`src/rtl/id_gen.sv`:
```
// Identifier stream generator: emits letters, then digits, then a space, over valid/ready.
// Optional macro ID_GEN_UPPER_EN: letters may be uppercase, selected by lfsr[5].
module id_gen #(
  parameter int unsigned LEN_W = 4
) (
  input  logic             clk,
  input  logic             rst_n,
  input  logic             start,
  input  logic [LEN_W-1:0] let_cnt,
  input  logic [LEN_W-1:0] dig_cnt,
  input  logic [7:0]       seed,
  output logic [7:0]       char,
  output logic             char_valid,
  input  logic             char_ready,
  output logic             last,
  output logic             busy,
  output logic             done,
  output logic             err
);

  localparam int unsigned CHAR_W = 8;

  typedef enum logic [1:0] {S_IDLE, S_LET, S_DIG, S_SEP} state_e;

  state_e              state_q, state_d;
  logic [CHAR_W-1:0]   lfsr_q, lfsr_d;
  logic [LEN_W-1:0]    cnt_q, cnt_d;
  logic [LEN_W-1:0]    dig_q, dig_d;
  logic [CHAR_W-1:0]   char_q, char_d;
  logic                valid_q, valid_d;
  logic                last_q, last_d;
  logic                busy_q, busy_d;
  logic                done_q, done_d;
  logic                err_q, err_d;

  logic                xfer_c;
  logic [CHAR_W-1:0]   lfsr_nxt_c;
  logic [CHAR_W-1:0]   seed_eff_c;
  logic                up_seed_c;
  logic                up_nxt_c;

  function automatic logic [7:0] lfsr_step(input logic [7:0] l);
    return {l[6:0], l[7] ^ l[5] ^ l[4] ^ l[3]};
  endfunction

  function automatic logic [7:0] letter_of(input logic [4:0] v_in, input logic up);
    logic [4:0] v;
    v = v_in;
    if (v >= 5'd26) v = v - 5'd26;
    return (up ? 8'h41 : 8'h61) + 8'({3'b000, v});
  endfunction

  function automatic logic [7:0] digit_of(input logic [3:0] d_in);
    logic [3:0] d;
    d = d_in;
    if (d >= 4'd10) d = d - 4'd10;
    return 8'h30 + 8'({4'h0, d});
  endfunction

  assign xfer_c     = valid_q && char_ready;
  assign lfsr_nxt_c = lfsr_step(lfsr_q);
  assign seed_eff_c = (seed == 8'h00) ? 8'h01 : seed;

`ifdef ID_GEN_UPPER_EN
  assign up_seed_c = seed_eff_c[5];
  assign up_nxt_c  = lfsr_nxt_c[5];
`else
  assign up_seed_c = 1'b0;
  assign up_nxt_c  = 1'b0;
`endif

  // Outputs are computed one step ahead so the next character is ready the cycle after a transfer.
  always_comb begin
    state_d = state_q;
    lfsr_d  = lfsr_q;
    cnt_d   = cnt_q;
    dig_d   = dig_q;
    char_d  = char_q;
    valid_d = valid_q;
    last_d  = last_q;
    busy_d  = busy_q;
    done_d  = 1'b0;
    err_d   = 1'b0;

    case (state_q)
      S_IDLE: begin
        if (start) begin
          if (let_cnt != '0) begin
            state_d = S_LET;
            lfsr_d  = seed_eff_c;
            cnt_d   = let_cnt;
            dig_d   = dig_cnt;
            char_d  = letter_of(seed_eff_c[4:0], up_seed_c);
            valid_d = 1'b1;
            last_d  = 1'b0;
            busy_d  = 1'b1;
          end else begin
            err_d = 1'b1;
          end
        end
      end
      S_LET: begin
        if (xfer_c) begin
          lfsr_d = lfsr_nxt_c;
          if (cnt_q == LEN_W'(1)) begin
            if (dig_q != '0) begin
              state_d = S_DIG;
              cnt_d   = dig_q;
              char_d  = digit_of(lfsr_nxt_c[3:0]);
            end else begin
              state_d = S_SEP;
              char_d  = 8'h20;
              last_d  = 1'b1;
            end
          end else begin
            cnt_d  = cnt_q - LEN_W'(1);
            char_d = letter_of(lfsr_nxt_c[4:0], up_nxt_c);
          end
        end
      end
      S_DIG: begin
        if (xfer_c) begin
          lfsr_d = lfsr_nxt_c;
          if (cnt_q == LEN_W'(1)) begin
            state_d = S_SEP;
            char_d  = 8'h20;
            last_d  = 1'b1;
          end else begin
            cnt_d  = cnt_q - LEN_W'(1);
            char_d = digit_of(lfsr_nxt_c[3:0]);
          end
        end
      end
      S_SEP: begin
        if (xfer_c) begin
          state_d = S_IDLE;
          valid_d = 1'b0;
          last_d  = 1'b0;
          busy_d  = 1'b0;
          done_d  = 1'b1;
        end
      end
      default: state_d = S_IDLE;
    endcase
  end

  always_ff @(posedge clk or negedge rst_n) begin
    if (!rst_n) begin
      state_q <= S_IDLE;
      lfsr_q  <= 8'h01;
      cnt_q   <= '0;
      dig_q   <= '0;
      char_q  <= 8'h00;
      valid_q <= 1'b0;
      last_q  <= 1'b0;
      busy_q  <= 1'b0;
      done_q  <= 1'b0;
      err_q   <= 1'b0;
    end else begin
      state_q <= state_d;
      lfsr_q  <= lfsr_d;
      cnt_q   <= cnt_d;
      dig_q   <= dig_d;
      char_q  <= char_d;
      valid_q <= valid_d;
      last_q  <= last_d;
      busy_q  <= busy_d;
      done_q  <= done_d;
      err_q   <= err_d;
    end
  end

  assign char       = char_q;
  assign char_valid = valid_q;
  assign last       = last_q;
  assign busy       = busy_q;
  assign done       = done_q;
  assign err        = err_q;

endmodule

```
`config.mk`:
```
export PLATFORM = sky130hd
export DESIGN_NAME = id_gen
export DESIGN_NICKNAME = d
export VERILOG_FILES = /design/src/rtl/id_gen.sv
export SDC_FILE = /design/constraint.sdc
export NUM_CORES = 1
export LEC_CHECK = 0
export ABC_AREA = 1
export ABC_CLOCK_PERIOD_IN_PS = 4100
export BUFFER_PORTS_ARGS = -buffer_cell sky130_fd_sc_hd__buf_4
export CORE_ASPECT_RATIO = 1.4
export CORE_UTILIZATION = 62
export DETAILED_ROUTE_END_ITERATION = 8
export GPL_ROUTABILITY_DRIVEN = 0
export HOLD_SLACK_MARGIN = 0.02
export MAX_ROUTING_LAYER = met4
export PLACE_DENSITY_LB_ADDON = 0.12
export SYNTH_ARGS = -nofsm -noshare
export SYNTH_HDL_FRONTEND = slang
export SYNTH_SLANG_ARGS = --single-unit
```
`constraint.sdc`:
```
create_clock -name clk -period 4.1 [get_ports clk]
set_input_delay 0.41 -clock clk [delete_from_list [all_inputs] [get_ports clk]]
set_output_delay 0.41 -clock clk [all_outputs]
set_load 0.005 [all_outputs]
```
==> flow_metrics.py, run 1 <==
metrics = {
    "synthesis": {
        "synthAdderAreaFrac": 0.0609,
        "syn_inst": 303,
        "synth_area_per_cell_um2": 7.46,
        "synthesis.area_um2": 2260,
        "yosys.area_share.simple": 0.308,
        "synth_cell_types": 39,
        "synth_warnings": 0,
        "synth_mux_area_frac": 0.0149,
        "synth_area_leaders": "dfrtp_1 32%, nand2_1 11%, nor2_1 6.1%",
        "synth_top_area_share": 0.321,
        "synth_top_family_by_area": "simple AND/OR/NAND/NOR gates",
        "yosys.area.top_type": "dfrtp_1",
        "synth_nets": 334,
        "synth_xor_area_frac": 0.0155,
        "synth_seq_cells": 30,
        "synth_compound_area_frac": 0.172,
        "synth_seq_area_share": 0.333,
    },
    "floorplan": {
        "num_rows": 25,
        "initial_utilization": 0.657,
        "die_h_um": 73.5,
        "io_pins": 33,
        "die_w_um": 53.0,
        "coreArea_um2": 3440,
        "die_area_um2": 3900,
    },
    "final_layout": {
        "nets": 365,
        "final_cell_count_no_fill": 375,
        "seqCellArea_um2": 752,
        "fillers": 283,
        "area_growth_pct": 13.9,
        "multi_input_area_um2": 1290,
        "final_common_cell": "nand2_1",
        "final_cell_mix": "66 x nand2_1, 37 x nor2_1, 34 x inv_1",
        "num_antenna_cells": 0,
        "drive_gt1_frac": 0.230,
    },
    "clocking": {
        "cts.clk_slew.worst_paths_ns": 0.06,
        "cts_sinks": 30,
        "clockBufferDepth": 2,
        "root_buffer": "clkbuf_8",
        "cts_tree": "built",
        "holdBufCountCts": 0,
        "clock_latency_ns": 0.28,
        "htreeDepth": 2,
        "post_cts_resized": 0,
        "post_cts_buffers": 0,
        "cts-buffers-inserted": 5,
    },
    "sta": {
        "min_period_over_period": 0.650,
        "max_slew_margin": 0.339,
        "tightest_slew_ns": 0.992,
        "fin_skew_ns": 0.00412,
        "finalCriticalPeriod_ns": 2.66,
        "hold_viol": 0,
        "maxSlewViolCount": 0,
        "setup_viol": 0,
        "hold_ws_ns": 0.0466,
        "fin_tns_setup_ns": 0,
        "rsz0062_at_grt": "false",
        "clock.fmax_ghz": 0.375,
    },
    "route": {
        "avgViaCountPerCell": 5.55,
        "antenna_left": 0,
        "drcViolationCount": 0,
        "num_vias": 2081,
        "drtPass1Iterations": 4,
        "routed_wl_um": 5060,
        "drtIter0Drc": 77,
        "wl_per_cell_um": 13.5,
    },
    "job": {
        "cap_viol_max_count": 0,
    },
    "global_route": {
        "grt_max_degree": 34,
        "grt_pass1_vias": 2056,
        "antenna_found_initial": 0,
        "grtUsageTotal": 0.309,
        "grt_overflow": 0,
        "grt_pass1_wl_um": 8600,
    },
    "setup_path": {
        "startpoint_type": "flip-flop",
        "crit_start": "state_q[0]",
        "arrival_ns": 2.85,
        "reg2regPathDepth": 7,
        "cp-end-kind": "flip-flop",
        "rrSetupSlack_ns": 1.44,
        "critical_path_required_ns": 4.29,
        "r2r-end": "lfsr_q[7]",
        "crit_end": "lfsr_q[7]",
        "crit_fanout": 33,
        "timing.rr.start": "state_q[0]",
        "path_class": "flip-flop to flip-flop",
    },
    "pwr": {
        "powerDensity_nw_per_um2": 254,
        "switching_share": 0.272,
        "p_seq_frac": 0.467,
        "peakVddDrop_mv": 0.267,
        "p_clk_frac": 0.371,
        "combinationalPowerShare": 0.162,
        "leakage_uw": 0.00129,
        "switchingPower_uw": 178,
        "internal_power_uw": 477,
    },
    "run_status": {
        "outcome": "finished, final reports clean",
    },
    "placement": {
        "io_buffers": 32,
        "post-place-cells": 367,
        "dp_hpwl_um": 3900,
    },
    "hold_path": {
        "min_path_type": "input pin to async pin",
    },
}
[worst max-delay path, stage by stage (launching register included)]
cell,delay (ns)
dfrtp_1,0.37
inv_1,0.10
ha_1,0.70
inv_1,0.46
nand2_1,0.12
a21oi_2,0.52
o211ai_1,0.18
o21ai_0,0.13
[how the worst min path moves through the flow]
stage | cells after the start | slack (ns) | end | start
after floorplan | 0 | 0.11 | busy | rst_n
after global placement | 1 | 0.35 | dig_q[0] | rst_n
after detailed placement | 1 | 0.36 | dig_q[0] | rst_n
after CTS | 1 | 0.05 | dig_q[0] | rst_n
after global routing | 1 | 0.08 | cnt_q[2] | rst_n
final | 1 | 0.05 | dig_q[0] | rst_n
[flip-flops by register name (all words and copies together) (netlist names)]
signal,flops
char,8
cnt_q,4
done,1
state_q,2
lfsr_q,8
dig_q,4
busy,1
last,1
err,1
[synthesized netlist by cell type (all sizes together)]
| master | n |
|---|---|
| o2111ai | 2 |
| nand3b | 1 |
| dfrtp | 29 |
| mux2 | 3 |
| clkinv | 1 |
| clkbuf | 3 |
| dfstp | 1 |
| nor4 | 1 |
| nor3 | 5 |
| ha | 11 |
| o221ai | 1 |
| xor2 | 1 |
| nand4 | 3 |
| a21boi | 1 |
| o211ai | 16 |
| inv | 39 |
| nand3 | 15 |
| nor2 | 41 |
| o21ai | 27 |
| buf | 5 |
| a21o | 1 |
| and3 | 1 |
| a21oi | 14 |
| xnor2 | 3 |
| nand2 | 78 |
[area by class of cell]
cell class / count / area share
clock buffers: 7 / 0.0335
clock inverters: 1 / 0.00194
inverters: 40 / 0.0583
multi-input cells: 225 / 0.501
flip-flops and latches: 30 / 0.292
well taps: 40 / 0.0194
repair buffers: 32 / 0.0933
[power groups by stage]
stage,registers (uW),clock network [uW],logic (uW)
after floorplan,310,0,68.0
after global placement,311,0,102
after detailed placement,311,0,105
after CTS,306,249,106
after global routing,306,262,118
final,306,243,106
[kinds of logic (layout without fill, tap and decap cells)]
family          count (synthesis)  count (layout)
simple gates                  145             145
compound gates                 62              62
buf+inv                        48              80
flops                          30              30
fa+ha+maj                      11              11
xor+xnor                        4               4
mux                             3               3
[metrics by stage]
stage / power (uW) / area, um^2 / setup WS, ns / utilization
5_1_grt: 686 / 2570 / 1.15 / 0.748
3_5_place_dp: 416 / 2480 / 1.54 / 0.722
4_1_cts: 661 / 2570 / 1.49 / 0.748
2_1_floorplan: 378 / 2260 / 2.02 / -
3_3_place_gp: 413 / 2480 / 1.59 / 0.722
6_report: 655 / 2570 / 1.44 / 0.748
[per-layer routing]
layer | vias up | GRT usage | share of wire | wire length (um)
met1 | 967 | 0.316 | 0.38 | 1950
met4 | 0 | 0.143 | 0.018 | 92
li1 | 1056 | - | - | -
met5 | - | - | 0 | 0
met3 | 9 | 0.0476 | 0.042 | 212
met2 | 49 | 0.558 | 0.56 | 2810
(Power assumes the default switching activity.)
==> inputs of run 2 (changes only) <==
--- a/config.mk
+++ b/config.mk
@@ -6,10 +6,10 @@
 export NUM_CORES = 1
 export LEC_CHECK = 0
 export ABC_AREA = 1
-export ABC_CLOCK_PERIOD_IN_PS = 4100
+export ABC_CLOCK_PERIOD_IN_PS = 2450
 export BUFFER_PORTS_ARGS = -buffer_cell sky130_fd_sc_hd__buf_4
 export CORE_ASPECT_RATIO = 1.4
-export CORE_UTILIZATION = 62
+export CORE_UTILIZATION = 52
 export DETAILED_ROUTE_END_ITERATION = 8
 export GPL_ROUTABILITY_DRIVEN = 0
 export HOLD_SLACK_MARGIN = 0.02
==> constraint.sdc (replaced) <==
create_clock -name clk -period 2.45 [get_ports clk]
set_input_delay 0.245 -clock clk [delete_from_list [all_inputs] [get_ports clk]]
set_output_delay 0.245 -clock clk [all_outputs]
set_load 0.005 [all_outputs]
==> run 2 against run 1 <==
Compared with the run above:
- die area is 19% higher
- non-clock buffer count is 5 higher
- via count is 0.14% higher
- clock power is 71% higher
- maximum frequency is 23% higher
- sequential power is 67% higher
- sequential share of layout area is 0.57 points lower
- cell area is 2.0% higher
- critical endpoint is now char[2]
- largest power group unchanged
==> flow_metrics.py, run 2 (same netlist as run 1, synthesis figures left out) <==
metrics = {
    "floorplan": {
        "die_h_um": 80.0,
        "coreArea_um2": 4200,
        "io_pins": 33,
        "num_rows": 28,
        "initial_utilization": 0.538,
        "die_area_um2": 4620,
        "die_w_um": 57.7,
    },
    "pwr": {
        "p_clk_frac": 0.377,
        "powerDensity_nw_per_um2": 420,
        "combinationalPowerShare": 0.159,
        "switchingPower_uw": 305,
        "internal_power_uw": 799,
        "leakage_uw": 0.00132,
        "switching_share": 0.276,
        "p_seq_frac": 0.464,
        "peakVddDrop_mv": 0.436,
    },
    "final_layout": {
        "final_core_util": 0.625,
        "fin_area_um2": 2630,
        "drive_gt1_frac": 0.241,
        "num_antenna_cells": 0,
        "area_growth_pct": 16.2,
        "nets": 370,
        "final_cell_mix": "66 x nand2_1, 37 x nor2_1, 36 x buf_4",
        "final_common_cell": "nand2_1",
    },
    "sta": {
        "hold_viol": 0,
        "max_slew_margin": 0.606,
        "clock.fmax_ghz": 0.460,
        "tightest_slew_ns": 0.585,
        "maxSlewViolCount": 0,
        "setup_viol": 0,
        "min_period_over_period": 0.888,
        "fin_skew_ns": 0.00772,
        "finalCriticalPeriod_ns": 2.17,
        "fin_tns_setup_ns": 0,
        "rsz0062_at_grt": "false",
        "hold_ws_ns": 0.189,
    },
    "route": {
        "routed_wl_um": 4980,
        "avgViaCountPerCell": 5.41,
        "drcViolationCount": 0,
        "drtPass1Iterations": 4,
        "antenna_left": 0,
        "drtIter0Drc": 76,
        "num_vias": 2084,
        "wl_per_cell_um": 12.9,
    },
    "hold_path": {
        "min-delay-start": "dig_cnt[1]",
        "min_path_type": "input pin to flip-flop",
        "min_path_cells": 2,
        "hold_path_end": "dig_q[1]",
    },
    "clocking": {
        "root_buffer": "clkbuf_8",
        "cts-buffers-inserted": 5,
        "cts_tree": "built",
        "cts_sinks": 30,
        "clock_latency_ns": 0.28,
        "htreeDepth": 2,
        "clockBufferDepth": 2,
        "cts.clk_slew.worst_paths_ns": 0.07,
    },
    "setup_path": {
        "reg2regPathDepth": 14,
        "cp-end-kind": "flip-flop",
        "critical_path_required_ns": 2.63,
        "startpoint_type": "flip-flop",
        "r2r-end": "char[2]",
        "crit_start": "lfsr_q[0]",
        "path_class": "flip-flop to flip-flop",
        "crit_fanout": 7,
        "arrival_ns": 2.35,
        "rrSetupSlack_ns": 0.28,
        "timing.rr.start": "lfsr_q[0]",
    },
    "global_route": {
        "grt_pass1_vias": 2096,
        "grt_pass1_wl_um": 8800,
        "grt_overflow": 0,
        "grtUsageMet3": 0.0438,
        "antenna_found_initial": 0,
        "grt_max_degree": 31,
        "grtUsageTotal": 0.254,
        "met1_usage": 0.286,
        "grt.met2_usage": 0.441,
        "top_usage_layer": "met2",
    },
    "placement": {
        "dp_hpwl_um": 3920,
        "placed_area_um2": 2520,
        "io_buffers": 32,
    },
    "job": {
        "cap_viol_max_count": 0,
    },
    "run_status": {
        "outcome": "finished, final reports clean",
    },
}
[run 2: changes by cell type in the layout (fill, tap and decap cells not counted)]
cell           before  now
nand3_2             3    4
nand3_1            11   10
dlygate4sd3_1       0    1
buf_4              32   36
[run 2: power by group through the flow]
stage          registers (uW)  clock network (uW)  logic (uW)
2_1_floorplan             519                   0         114
5_1_grt                   513                 449         199
6_report                  512                 416         175
3_3_place_gp              521                   0         171
3_5_place_dp              521                   0         175
4_1_cts                   512                 418         177
[run 2: stage by stage]
step / total power, uW / setup slack (ns) / std cells
after floorplan: 633 / 0.367 / 303
final: 1100 / 0.276 / 385
after global placement: 692 / 0.285 / 376
after detailed placement: 696 / 0.211 / 376
after CTS: 1110 / 0.189 / 385
after global routing: 1160 / 0.0497 / 385
[run 2: final cells by class]
class | count | area [um^2]
multi-input cells | 225 | 1300
clock buffers | 7 | 86.3
well taps | 45 | 56.3
flip-flops and latches | 30 | 752
clock inverters | 1 | 5.00
repair buffers | 37 | 280
inverters | 40 | 150
fillers | 414 | 1580
[run 2: per-layer routing]
metal	vias to the layer above	share of wire	wire length, um
met5	-	0	0
met4	0	0.019	93
met3	9	0.035	173
met2	42	0.53	2660
met1	965	0.41	2050
li1	1068	-	-
[run 2: timing repair]
item	in CTS	in global routing
hold buffers	1	0
buffers inserted	0	0
resized for setup	0	1
setup endpoints to repair	0	1
hold endpoints to repair	29	0
[run 2: worst max-delay path, cell delays in order (launching register included)]
cell and delay [ns]:
dfstp_2 0.55, inv_1 0.12, ha_1 0.22, inv_1 0.08, nand3_2 0.13, nand3_1 0.16
nand2_4 0.07, ha_1 0.22, nand3b_1 0.19, nand2_2 0.08, nand2_1 0.04, nand2_1 0.05
o21ai_1 0.05, nand2_1 0.07, a21oi_2 0.05
[run 2: worst max-delay path by stage]
stage	cells past startpoint	end	slack (ns)
5_1_grt	15	char[2]	0.05
2_1_floorplan	14	char[2]	0.37
6_report	14	char[2]	0.28
3_3_place_gp	14	char[2]	0.28
4_1_cts	14	char[2]	0.19
3_5_place_dp	14	char[2]	0.21
